### src/rtl/axi4_mult_burst_slave_pkg.sv
// Shared types for the AXI4 mult slave: response codes, channel FSM states
// and the operand beat-count helper.
package axi4_mult_pkg;

  typedef enum logic [1:0] {
    OKAY   = 2'b00,
    SLVERR = 2'b10
  } resp_t;

  typedef enum logic [1:0] {
    WIdle,
    WData,
    WResp
  } wstate_t;

  typedef enum logic [1:0] {
    RIdle,
    RWait,
    RData
  } rstate_t;

  // Number of data beats per operand.
  function automatic int unsigned nb(input int unsigned sz, input int unsigned dsz);
    return sz / dsz;
  endfunction

endpackage

### src/rtl/axi4_mult_burst_slave_if.sv
// AXI4 write/read channel bundle for the mult slave.
interface axi4_mult_burst_slave_if #(
  parameter int unsigned DSZ  = 8,
  parameter int unsigned ASZ  = 4,
  parameter int unsigned LENW = 8
);
  logic [ASZ-1:0]   awaddr;
  logic [LENW-1:0]  awlen;
  logic             awvalid;
  logic             awready;
  logic [DSZ-1:0]   wdata;
  logic [DSZ/8-1:0] wstrb;
  logic             wvalid;
  logic             wready;
  logic             wlast;
  logic [1:0]       bresp;
  logic             bvalid;
  logic             bready;
  logic [ASZ-1:0]   araddr;
  logic [LENW-1:0]  arlen;
  logic             arvalid;
  logic             arready;
  logic [DSZ-1:0]   rdata;
  logic [1:0]       rresp;
  logic             rvalid;
  logic             rready;
  logic             rlast;

  modport slave (
    input  awaddr, awlen, awvalid, wdata, wstrb, wvalid, wlast, bready,
    input  araddr, arlen, arvalid, rready,
    output awready, wready, bresp, bvalid, arready, rdata, rresp, rvalid, rlast
  );

  modport master (
    output awaddr, awlen, awvalid, wdata, wstrb, wvalid, wlast, bready,
    output araddr, arlen, arvalid, rready,
    input  awready, wready, bresp, bvalid, arready, rdata, rresp, rvalid, rlast
  );
endinterface

### src/rtl/axi4_mult_rd_chan.sv
// AXI4 read channel: waits for a settled product, snapshots it, then streams
// the requested beat slice. Out-of-range beats return zero with SLVERR.
module axi4_mult_rd_chan
  import axi4_mult_pkg::*;
#(
  parameter int unsigned SZ   = 32,
  parameter int unsigned DSZ  = 8,
  parameter int unsigned ASZ  = 4,
  parameter int unsigned LENW = 8
) (
  input  logic            clk,
  input  logic            _rst,
  input  logic [ASZ-1:0]  i_araddr,
  input  logic [LENW-1:0] i_arlen,
  input  logic            i_arvalid,
  output logic            o_arready,
  output logic [DSZ-1:0]  o_rdata,
  output logic [1:0]      o_rresp,
  output logic            o_rvalid,
  input  logic            i_rready,
  output logic            o_rlast,
  input  logic            i_start,
  input  logic            i_mulready,
  input  logic [2*SZ-1:0] i_result
);
  localparam int unsigned NBEAT = 2 * nb(SZ, DSZ);
  localparam int unsigned IW    = $clog2(NBEAT);

  rstate_t                      r_state, w_state_d;
  logic [ASZ-1:0]               r_rptr;
  logic [LENW-1:0]              r_rcnt;
  logic [NBEAT-1:0][DSZ-1:0]    r_rbuf;
  logic                         w_go;
  logic                         w_in_range;

  assign w_go       = i_mulready && !i_start;
  assign w_in_range = 32'(r_rptr) < NBEAT;

  // State register.
  always_ff @(posedge clk or negedge _rst) begin
    if (!_rst) r_state <= RIdle;
    else       r_state <= w_state_d;
  end

  // Next-state logic.
  always_comb begin
    w_state_d = r_state;
    unique case (r_state)
      RIdle:   if (i_arvalid) w_state_d = RWait;
      RWait:   if (w_go) w_state_d = RData;
      RData:   if (i_rready && r_rcnt == '0) w_state_d = RIdle;
      default: w_state_d = RIdle;
    endcase
  end

  // Burst pointer, remaining count and result snapshot.
  always_ff @(posedge clk or negedge _rst) begin
    if (!_rst) begin
      r_rptr <= '0;
      r_rcnt <= '0;
      r_rbuf <= '0;
    end else begin
      if (r_state == RIdle && i_arvalid) begin
        r_rptr <= i_araddr;
        r_rcnt <= i_arlen;
      end
      // The snapshot is only taken here, so writes during RData leave it alone.
      if (r_state == RWait && w_go) r_rbuf <= i_result;
      if (r_state == RData && i_rready) begin
        r_rptr <= r_rptr + ASZ'(1);
        r_rcnt <= r_rcnt - LENW'(1);
      end
    end
  end

  // Channel outputs, all decoded from registered state.
  always_comb begin
    o_arready = 1'b0;
    o_rvalid  = 1'b0;
    o_rdata   = '0;
    o_rresp   = OKAY;
    o_rlast   = 1'b0;
    unique case (r_state)
      RIdle: o_arready = 1'b1;
      RWait: ;
      RData: begin
        o_rvalid = 1'b1;
        o_rlast  = (r_rcnt == '0);
        if (w_in_range) o_rdata = r_rbuf[r_rptr[IW-1:0]];
        else            o_rresp = SLVERR;
      end
      default: ;
    endcase
  end
endmodule

### src/rtl/mult.sv
// Two-cycle multiplier: start marks operands valid, product lands one cycle later.
module mult #(
  parameter int unsigned SZ = 32
) (
  input  logic          clk,
  input  logic          _rst,
  input  logic          i_start,
  input  logic [SZ-1:0] i_a,
  input  logic [SZ-1:0] i_b,
  output logic [2*SZ-1:0] o_p,
  output logic          o_ready
);
  logic            r_busy;
  logic [2*SZ-1:0] r_p;
  logic [2*SZ-1:0] w_a_ext;
  logic [2*SZ-1:0] w_b_ext;

  assign w_a_ext = {{SZ{1'b0}}, i_a};
  assign w_b_ext = {{SZ{1'b0}}, i_b};

  // Busy for the cycle after start, then latch the product.
  always_ff @(posedge clk or negedge _rst) begin
    if (!_rst) begin
      r_busy <= 1'b0;
      r_p    <= '0;
    end else begin
      r_busy <= i_start;
      if (r_busy) r_p <= w_a_ext * w_b_ext;
    end
  end

  assign o_p     = r_p;
  assign o_ready = !r_busy;
endmodule

### src/rtl/axi4_mult_burst_slave.sv
// AXI4 INCR-burst slave front-end for the mult core. Write bursts load operand
// beats (A at 0..NB-1, B at NB..2NB-1); an OKAY write pulses start for one cycle.
// Build option AXIMUL_WSTRB_EN: honour wstrb byte enables on write beats.
module axi4_mult_burst_slave
  import axi4_mult_pkg::*;
#(
  parameter int unsigned SZ   = 32,
  parameter int unsigned DSZ  = 8,
  parameter int unsigned ASZ  = 4,
  parameter int unsigned LENW = 8
) (
  input logic                    clk,
  input logic                    _rst,
  axi4_mult_burst_slave_if.slave bus
);
  localparam int unsigned NB    = nb(SZ, DSZ);
  localparam int unsigned NBEAT = 2 * NB;
  localparam int unsigned IW    = $clog2(NBEAT);

  wstate_t                   r_wstate, w_wstate_d;
  logic [ASZ-1:0]            r_wptr;
  logic [LENW-1:0]           r_wcnt;
  logic [LENW-1:0]           r_wlen;
  logic                      r_err;
  logic                      r_start;
  logic [NBEAT-1:0][DSZ-1:0] r_op;
  logic [IW-1:0]             w_widx;
  logic                      w_w_hs;
  logic [SZ-1:0]             w_a;
  logic [SZ-1:0]             w_b;
  logic [2*SZ-1:0]           w_result;
  logic                      w_mulready;

  assign w_widx = r_wptr[IW-1:0];
  assign w_w_hs = (r_wstate == WData) && bus.wvalid;
  assign w_a    = r_op[NB-1:0];
  assign w_b    = r_op[NBEAT-1:NB];

`ifndef AXIMUL_WSTRB_EN
  logic w_unused_wstrb;
  assign w_unused_wstrb = ^bus.wstrb;
`endif

  // Write FSM state register.
  always_ff @(posedge clk or negedge _rst) begin
    if (!_rst) r_wstate <= WIdle;
    else       r_wstate <= w_wstate_d;
  end

  // Write FSM next state; the burst ends only on wlast.
  always_comb begin
    w_wstate_d = r_wstate;
    unique case (r_wstate)
      WIdle:   if (bus.awvalid) w_wstate_d = WData;
      WData:   if (bus.wvalid && bus.wlast) w_wstate_d = WResp;
      WResp:   if (bus.bready) w_wstate_d = WIdle;
      default: w_wstate_d = WIdle;
    endcase
  end

  // Write FSM outputs.
  always_comb begin
    bus.awready = 1'b0;
    bus.wready  = 1'b0;
    bus.bvalid  = 1'b0;
    bus.bresp   = OKAY;
    unique case (r_wstate)
      WIdle: bus.awready = 1'b1;
      WData: bus.wready  = 1'b1;
      WResp: begin
        bus.bvalid = 1'b1;
        bus.bresp  = r_err ? SLVERR : OKAY;
      end
      default: ;
    endcase
  end

  // Write datapath: burst tracking, error flag, operand regs and start pulse.
  always_ff @(posedge clk or negedge _rst) begin
    if (!_rst) begin
      r_wptr  <= '0;
      r_wcnt  <= '0;
      r_wlen  <= '0;
      r_err   <= 1'b0;
      r_start <= 1'b0;
      r_op    <= '0;
    end else begin
      r_start <= (r_wstate == WResp) && bus.bready && !r_err;
      if (r_wstate == WIdle && bus.awvalid) begin
        r_wptr <= bus.awaddr;
        r_wcnt <= '0;
        r_wlen <= bus.awlen;
        r_err  <= 1'b0;
      end
      if (w_w_hs) begin
        if (32'(r_wptr) < NBEAT) begin
`ifdef AXIMUL_WSTRB_EN
          for (int k = 0; k < int'(DSZ / 8); k++) begin
            if (bus.wstrb[k]) r_op[w_widx][k*8 +: 8] <= bus.wdata[k*8 +: 8];
          end
`else
          r_op[w_widx] <= bus.wdata;
`endif
        end else begin
          r_err <= 1'b1;
        end
        // Early wlast, or the final counted beat without wlast.
        if (bus.wlast != (r_wcnt == r_wlen)) r_err <= 1'b1;
        r_wptr <= r_wptr + ASZ'(1);
        r_wcnt <= r_wcnt + LENW'(1);
      end
    end
  end

  mult #(
    .SZ (SZ)
  ) u_mult (
    .clk     (clk),
    ._rst    (_rst),
    .i_start (r_start),
    .i_a     (w_a),
    .i_b     (w_b),
    .o_p     (w_result),
    .o_ready (w_mulready)
  );

  axi4_mult_rd_chan #(
    .SZ   (SZ),
    .DSZ  (DSZ),
    .ASZ  (ASZ),
    .LENW (LENW)
  ) u_rd_chan (
    .clk        (clk),
    ._rst       (_rst),
    .i_araddr   (bus.araddr),
    .i_arlen    (bus.arlen),
    .i_arvalid  (bus.arvalid),
    .o_arready  (bus.arready),
    .o_rdata    (bus.rdata),
    .o_rresp    (bus.rresp),
    .o_rvalid   (bus.rvalid),
    .i_rready   (bus.rready),
    .o_rlast    (bus.rlast),
    .i_start    (r_start),
    .i_mulready (w_mulready),
    .i_result   (w_result)
  );
endmodule

### src/flat_wrapper.sv
// flat-port wrapper written by rule: the top's interface ports become plain ports
module axi4_mult_burst_slave_flat import axi4_mult_pkg::*;
#(
  parameter int unsigned SZ   = 32,
  parameter int unsigned DSZ  = 8,
  parameter int unsigned ASZ  = 4,
  parameter int unsigned LENW = 8
)
  (clk, _rst, bus_awaddr, bus_awlen, bus_awvalid, bus_wdata, bus_wstrb, bus_wvalid, bus_wlast, bus_bready, bus_araddr, bus_arlen, bus_arvalid, bus_rready, bus_awready, bus_wready, bus_bresp, bus_bvalid, bus_arready, bus_rdata, bus_rresp, bus_rvalid, bus_rlast);
  axi4_mult_burst_slave_if #(.DSZ(DSZ), .ASZ(ASZ), .LENW(LENW)) bus_i ();
  input logic clk;
  input logic _rst;
  input wire logic [$bits(bus_i.awaddr)-1:0] bus_awaddr;
  input wire logic [$bits(bus_i.awlen)-1:0] bus_awlen;
  input wire logic [$bits(bus_i.awvalid)-1:0] bus_awvalid;
  input wire logic [$bits(bus_i.wdata)-1:0] bus_wdata;
  input wire logic [$bits(bus_i.wstrb)-1:0] bus_wstrb;
  input wire logic [$bits(bus_i.wvalid)-1:0] bus_wvalid;
  input wire logic [$bits(bus_i.wlast)-1:0] bus_wlast;
  input wire logic [$bits(bus_i.bready)-1:0] bus_bready;
  input wire logic [$bits(bus_i.araddr)-1:0] bus_araddr;
  input wire logic [$bits(bus_i.arlen)-1:0] bus_arlen;
  input wire logic [$bits(bus_i.arvalid)-1:0] bus_arvalid;
  input wire logic [$bits(bus_i.rready)-1:0] bus_rready;
  output wire logic [$bits(bus_i.awready)-1:0] bus_awready;
  output wire logic [$bits(bus_i.wready)-1:0] bus_wready;
  output wire logic [$bits(bus_i.bresp)-1:0] bus_bresp;
  output wire logic [$bits(bus_i.bvalid)-1:0] bus_bvalid;
  output wire logic [$bits(bus_i.arready)-1:0] bus_arready;
  output wire logic [$bits(bus_i.rdata)-1:0] bus_rdata;
  output wire logic [$bits(bus_i.rresp)-1:0] bus_rresp;
  output wire logic [$bits(bus_i.rvalid)-1:0] bus_rvalid;
  output wire logic [$bits(bus_i.rlast)-1:0] bus_rlast;
  assign bus_i.awaddr = bus_awaddr;
  assign bus_i.awlen = bus_awlen;
  assign bus_i.awvalid = bus_awvalid;
  assign bus_i.wdata = bus_wdata;
  assign bus_i.wstrb = bus_wstrb;
  assign bus_i.wvalid = bus_wvalid;
  assign bus_i.wlast = bus_wlast;
  assign bus_i.bready = bus_bready;
  assign bus_i.araddr = bus_araddr;
  assign bus_i.arlen = bus_arlen;
  assign bus_i.arvalid = bus_arvalid;
  assign bus_i.rready = bus_rready;
  assign bus_awready = bus_i.awready;
  assign bus_wready = bus_i.wready;
  assign bus_bresp = bus_i.bresp;
  assign bus_bvalid = bus_i.bvalid;
  assign bus_arready = bus_i.arready;
  assign bus_rdata = bus_i.rdata;
  assign bus_rresp = bus_i.rresp;
  assign bus_rvalid = bus_i.rvalid;
  assign bus_rlast = bus_i.rlast;
  axi4_mult_burst_slave #(.SZ(SZ), .DSZ(DSZ), .ASZ(ASZ), .LENW(LENW)) u_core (.clk(clk), ._rst(_rst), .bus(bus_i));
endmodule
### config.mk
export PLATFORM = sky130hd
export DESIGN_NAME = axi4_mult_burst_slave_flat
export DESIGN_NICKNAME = d
export VERILOG_FILES = /design/src/rtl/axi4_mult_burst_slave_pkg.sv /design/src/rtl/axi4_mult_burst_slave_if.sv /design/src/rtl/axi4_mult_rd_chan.sv /design/src/rtl/mult.sv /design/src/rtl/axi4_mult_burst_slave.sv /design/src/flat_wrapper.sv
export SDC_FILE = /design/constraint.sdc
export NUM_CORES = 2
export LEC_CHECK = 0
export BUFFER_PORTS_ARGS = -buffer_cell sky130_fd_sc_hd__buf_2
export CORE_ASPECT_RATIO = 1.5
export CORE_MARGIN = 5
export CORE_UTILIZATION = 27
export DETAILED_ROUTE_END_ITERATION = 12
export PLACE_DENSITY_LB_ADDON = 0.08
export SLEW_MARGIN = 20
export SYNTH_ARGS = -nofsm -noshare
export SYNTH_HDL_FRONTEND = slang
export SYNTH_SLANG_ARGS = --single-unit
export TNS_END_PERCENT = 1
### constraint.sdc
create_clock -name clk -period 9.4 [get_ports clk]
set_input_delay 1.88 -clock clk [delete_from_list [all_inputs] [get_ports clk]]
set_output_delay 1.88 -clock clk [all_outputs]
set_load 0.05 [all_outputs]
== Word-level counts from Yosys, hierarchy flattened ==
Index checks and enable logic that the tools add are counted.

* Bits in registers: 231
* Output and inout bits: 18

* Multiplexer cells: 37
* Multiply operators: 1
* $lt $le $gt $ge: 5
* Reduce and logical (&&, ||, !) cells: 22
* Equality and inequality tests: 12
* $add $sub $neg: 4

{| class="wikitable"
|+ Operators with widths
! operator !! count
|-
| 64-bit bitwise mux || 1
|-
| 32-bit by 32-bit multiplier with 64-bit output || 1
|-
| 8-bit 2-to-1 mux || 8
|-
| 8-bit binary-select mux with 3-bit select || 1
|-
| 8-bit demux with 3-bit select || 1
|-
| 2-bit 2-to-1 mux || 10
|-
| 4-bit 2-to-1 mux || 4
|-
| 2-bit inequality test (second input constant) || 6
|-
| 2-bit one-hot mux with 3 select lines || 2
|-
| 1-bit logical AND || 11
|-
| 1-bit 2-to-1 mux || 10
|-
| 4-bit by 1-bit adder with 4-bit output (second input constant) || 2
|-
| 8-bit by 1-bit adder with 8-bit output (second input constant) || 1
|-
| 8-bit equality test || 1
|-
| 8-bit logical NOT || 1
|-
| 3-bit by 4-bit < comparator with 1-bit output (second input constant) || 2
|-
| 4-bit < comparator (second input constant) || 2
|-
| 8-bit by 1-bit subtractor with 8-bit output (second input constant) || 1
|-
| 3-bit AND reduction || 2
|-
| 2-bit by 1-bit equality test with 1-bit output (second input constant) || 2
|-
| 2-bit equality test (second input constant) || 2
|-
| 2-bit logical NOT || 2
|-
| 2-bit nonzero test || 2
|-
| 3-bit by 1-bit greater-or-equal comparator with 1-bit output (second input constant) || 1
|-
| other kinds (3) || 5
|}

== Longest topological paths before layout ==
* Word-level depth: 6
* Depth in mapped cells: 30
* Gate-level depth less buffers: 28

== Modules after synthesis ==
A second synthesis with hierarchy kept.

* Cells, all modules: 4373
* Area, all modules: 43091.3 um^2

{| class="wikitable"
|+ By module, submodules not included
! module !! area an instance (um^2) !! instances !! cells an instance
|-
| mult || 35693.0 || 1 || 3851
|-
| axi4_mult_rd_chan || 3778.6 || 1 || 258
|-
| axi4_mult_burst_slave || 3619.7 || 1 || 264
|}

== Worst setup path before layout ==
OpenSTA, ideal clock, no wires.

* Path type: register to register
* Start point: register u_core.r_op[43] (netlist bit)
* End point: register u_core.u_mult.r_p[60] (netlist: u_core.u_mult.o_p[60])
* Setup slack: 2109 ps
* Stages on the path, launching flop included: 28
* Period minus slack after synthesis: 7291 ps
* Required time: 9274 ps
* Path buffers: 2
* Arrival time: 7165 ps
* Setup time: 126 ps
* Cells stage by stage: dfrtp_1 > clkbuf_1 > nand2_1 > fa_1 > inv_1 > fa_1 > inv_1 > fa_1 > inv_1 > fa_1 > inv_1 > fa_1 > fa_1 > fa_1 > fa_1 > inv_1 > ha_1 > clkbuf_1 > inv_1 > o21bai_1 > a221o_1 > a221o_1 > a21oi_2 > o31ai_4 > a21o_4 > a21boi_4 > o211ai_1 > a221o_1

* Longest elaborated chain between the ends: 1

{| class="wikitable"
|+ Ends and longest elaborated chain
! what !! RTL line !! text
|-
| from (decl) || axi4_mult_burst_slave.sv:26 || <nowiki>logic [NBEAT-1:0][DSZ-1:0] r_op;</nowiki>
|-
| from (signal, indexed assignment) || axi4_mult_burst_slave.sv:102 || <nowiki>r_op[w_widx] <= bus.wdata;</nowiki>
|-
| 32-bit by 32-bit multiplier with 64-bit output || mult.sv:28 || <nowiki>if (r_busy) r_p <= w_a_ext * w_b_ext;</nowiki>
|-
| to (signal assigned) || mult.sv:28 ||
|-
| to (decl) || mult.sv:14 || <nowiki>logic [2*SZ-1:0] r_p;</nowiki>
|}

Every way passes these cells.
A chain may end at the register's enable or synchronous reset.

== Worst setup path after layout ==
* Start point: register u_core.r_op[42] (netlist bit)
* End point: register u_core.u_mult.r_p[47] (netlist: u_core.u_mult.o_p[47])

The elaborated chain is that of the path after synthesis.

==> reports/qor.yml <==
timing:
  fin_crit_ns: 8.47
  finalHoldViolCount: 0
  worst_pin_slew_ns: 1.17
  post-route-period-util_pct: 90.1
  max_freq_ghz: 0.118
  slew_violations: 0
  setup_viol: 0
  clock_skew_ns: 0.0426
  rsz0062_at_grt: "no"
  tns_ns: 0
  slew_headroom_pct: 21.2
setup_path:
  cp_top_family: "adder cells"
  slowest_delay_ns: 0.96
  crit_fanout: 19
  crit_required_ns: 9.90
  critPathBufInv: 3
  cpMaxStageDelayCell: "dfrtp_1"
  path_class: "reg2reg"
  startpoint_type: "flip-flop"
  crit_path_end_kind: "flip-flop"
  crit_top_cell: "fa_1"
  critical_path.cell_chain: "buf_4 > and2_1 > fa_1 > fa_1 > inv_1 > fa_1 > fa_1 > inv_1 > fa_1 > fa_1 > fa_1 > fa_1 > ha_1 > and2_1 > and3_1 > nand2_1 > or3_1 > o21ai_2 > a31oi_1 > o41ai_1 > xor2_1 > mux2_2"
  critPathArrivalTime_ns: 8.96
placed_design:
  port_buffers: 55
  hpwl_mm: 108
  placed_area_um2: 45100
  gp_congestion: 0.767
drt:
  drtIter0Drc: 1046
  drc: 0
  vias: 28400
  drtAntennaViolNets: 0
  viasPerCell: 4.49
  first_pass_iters: 5
  wl_mm: 130
  wl_per_cell_um: 20.5
global_route:
  antenna_found_initial: 3
  grt.total_usage_pct: 16.0
  grt_pass1_wl_mm: 205
  grt_remaining_overflow: 0
  grt_max_degree: 142
  grt_pass1_vias: 33000
cells_and_area:
  drive_gt1_share_pct: 9.70
  finalNetCount: 5447
  final_util_pct: 29.4
  final_area_um2: 46200
  syn_to_final_growth_pct: 8.29
  layout_commonest_cell: "fa_1"
  final_cell_mix: "fa_1, inv_1, nand2_1"
  nFillCells: 16500
clock_tree:
  postCtsSetupRepairBufs: 0
  htreeDepth: 1
  path_clk_slew_ns: 0.06
  cts_tree: "built"
  cts_root_buf: "clkbuf_16"
  hold_buffers: 0
  cts_buffers: 30
  clk_latency_ns: 0.61
  clockBufferDepth: 3
  ctsResizeCount: 0
  clock_sinks: 231
floorplanning:
  die_height_um: 497
  die_x_um: 335
  die-area_um2: 166000
  row_count: 178
  io_pins: 59
  start_util_pct: 27.2
  coreArea_um2: 157000
yosys:
  synth_top_cell_by_area: "fa_1"
  netlist.area_leader.share_pct: 42.1
  syn_area_per_cell_um2: 9.83
  synth_edf_count: 0
  synthTopCellsByArea: "fa_1, dfrtp_1, and2_1"
  ys_ff_latch: 231
  yosysUniqueCellTypes: 81
  yosysWarnings: 0
  synthCells: 4337
  synth-main-ff-cell: "dfrtp_1"
  syn-cell-area_um2: 42600
  synth-seq-area-share_pct: 13.6
  synth_async_sr_flop_share_pct: 100
hold_path:
  hold_class: "reg2reg"
run_status:
  status: "completed"
job:
  maxCapViolCount: 0
==> worst register-to-register path: stages, from the launching register on <==
cell     delay, ns
dfrtp_1       0.96
buf_4         0.38
and2_1        0.18
fa_1          0.45
fa_1          0.57
inv_1         0.06
fa_1          0.51
fa_1          0.52
inv_1         0.05
fa_1          0.55
fa_1          0.44
fa_1          0.57
fa_1          0.49
ha_1          0.41
and2_1        0.26
and3_1        0.20
nand2_1       0.07
or3_1         0.36
o21ai_2       0.36
a31oi_1       0.22
o41ai_1       0.36
xor2_1        0.14
mux2_2        0.28
==> sequential cells by signal, summed over array words and instances (netlist names) <==
signal and cells:
u_core.r_wcnt 8, u_core.u_rd_chan.r_rptr 4, u_core.r_err 1, u_core.u_rd_chan.r_rbuf 64, u_core.r_wlen 8, u_core.u_mult.o_p 64, u_core.r_wstate 2, u_core.u_mult.r_busy 1
u_core.r_start 1, u_core.r_wptr 4, u_core.u_rd_chan.r_state 2, u_core.r_op 64, u_core.u_rd_chan.r_rcnt 8
==> final cells by class <==
type	instances	area (um2)	area share, %
inverter	848	3180	6.89
antenna	6	15.0	0.0325
clock inverter	10	129	0.279
timing repair buffer	127	851	1.84
tap	2070	2590	5.61
clock buffer	45	897	1.94
multi-input combinational	3005	32700	70.8
sequential	231	5800	12.6
==> final timing paths <==
| kind | start | end | slack (ns) | cells past startpoint |
|---|---|---|---|---|
| worst max-delay path | u_core.r_op[42] | u_core.u_mult.o_p[47] | 0.93 | 22 |
| worst max register to register | u_core.r_op[42] | u_core.u_mult.o_p[47] | 0.93 | 22 |
| min in group asynchronous | _rst | u_core.u_rd_chan.r_rcnt[4] | 1.26 | 1 |
| worst min-delay path | u_core.r_start | u_core.u_mult.r_busy | 0.42 | 0 |
| max in group asynchronous | _rst | u_core.r_op[60] | 6.63 | 2 |
| worst min register to register | u_core.r_start | u_core.u_mult.r_busy | 0.42 | 0 |
==> synthesized netlist by cell type, types with 4 or more instances <==
cell	number
nand2_1	582
nor4_1	5
o21ai_1	5
o21ai_0	47
xor2_1	28
mux4_2	16
nand4_1	24
buf_1	4
a31oi_1	13
a21oi_2	4
nor3_1	13
o21bai_1	16
nand3_1	25
buf_2	7
o31ai_1	4
o21a_1	7
fa_1	896
and2_1	579
dfrtp_1	231
nor2_1	44
and3_1	11
nor2b_1	9
or3_1	4
mux2_2	180
inv_1	846
a221o_1	6
a21oi_1	83
a21o_1	23
xnor2_1	38
o221a_2	5
clkbuf_1	239
ha_1	267
==> through the flow <==
stage | worst slack, ns | hold WS (ns) | cells
global placement | 0.823 | 0.416 | 6281
global route | 0.609 | 0.442 | 6336
detailed placement | 0.869 | 0.417 | 6281
finish | 0.932 | 0.424 | 6342
CTS | 0.863 | 0.430 | 6336
floorplan | 2.11 | 0.376 | 4338
==> kinds of logic (layout without fill, tap and decap cells) <==
group / Yosys count / in the layout / share of synthesized area [%]
and+or+nand+nor: 1314 / 1314 / 15.6
adders and majority gates: 1163 / 1163 / 49.9
buffers and inverters: 1102 / 1030 / 9.77
AOI/OAI and AO/OA: 262 / 262 / 4.20
DFF: 231 / 231 / 13.6
muxes: 198 / 198 / 5.64
xor gates and xnor gates: 66 / 66 / 1.36
other: 1 / 8 / 0.00879
==> layer usage <==
| layer | GRT usage (%) | routed length (um) |
|---|---|---|
| met2 | 31.1 | 71500 |
| met5 | 0 | 0 |
| met3 | 1.17 | 2450 |
| met4 | 2.44 | 2140 |
| met1 | 19.6 | 53700 |
Power is left out: the tool's default activity adds up to more than one toggle a clock period on the data nets, which glitch-free logic cannot reach.
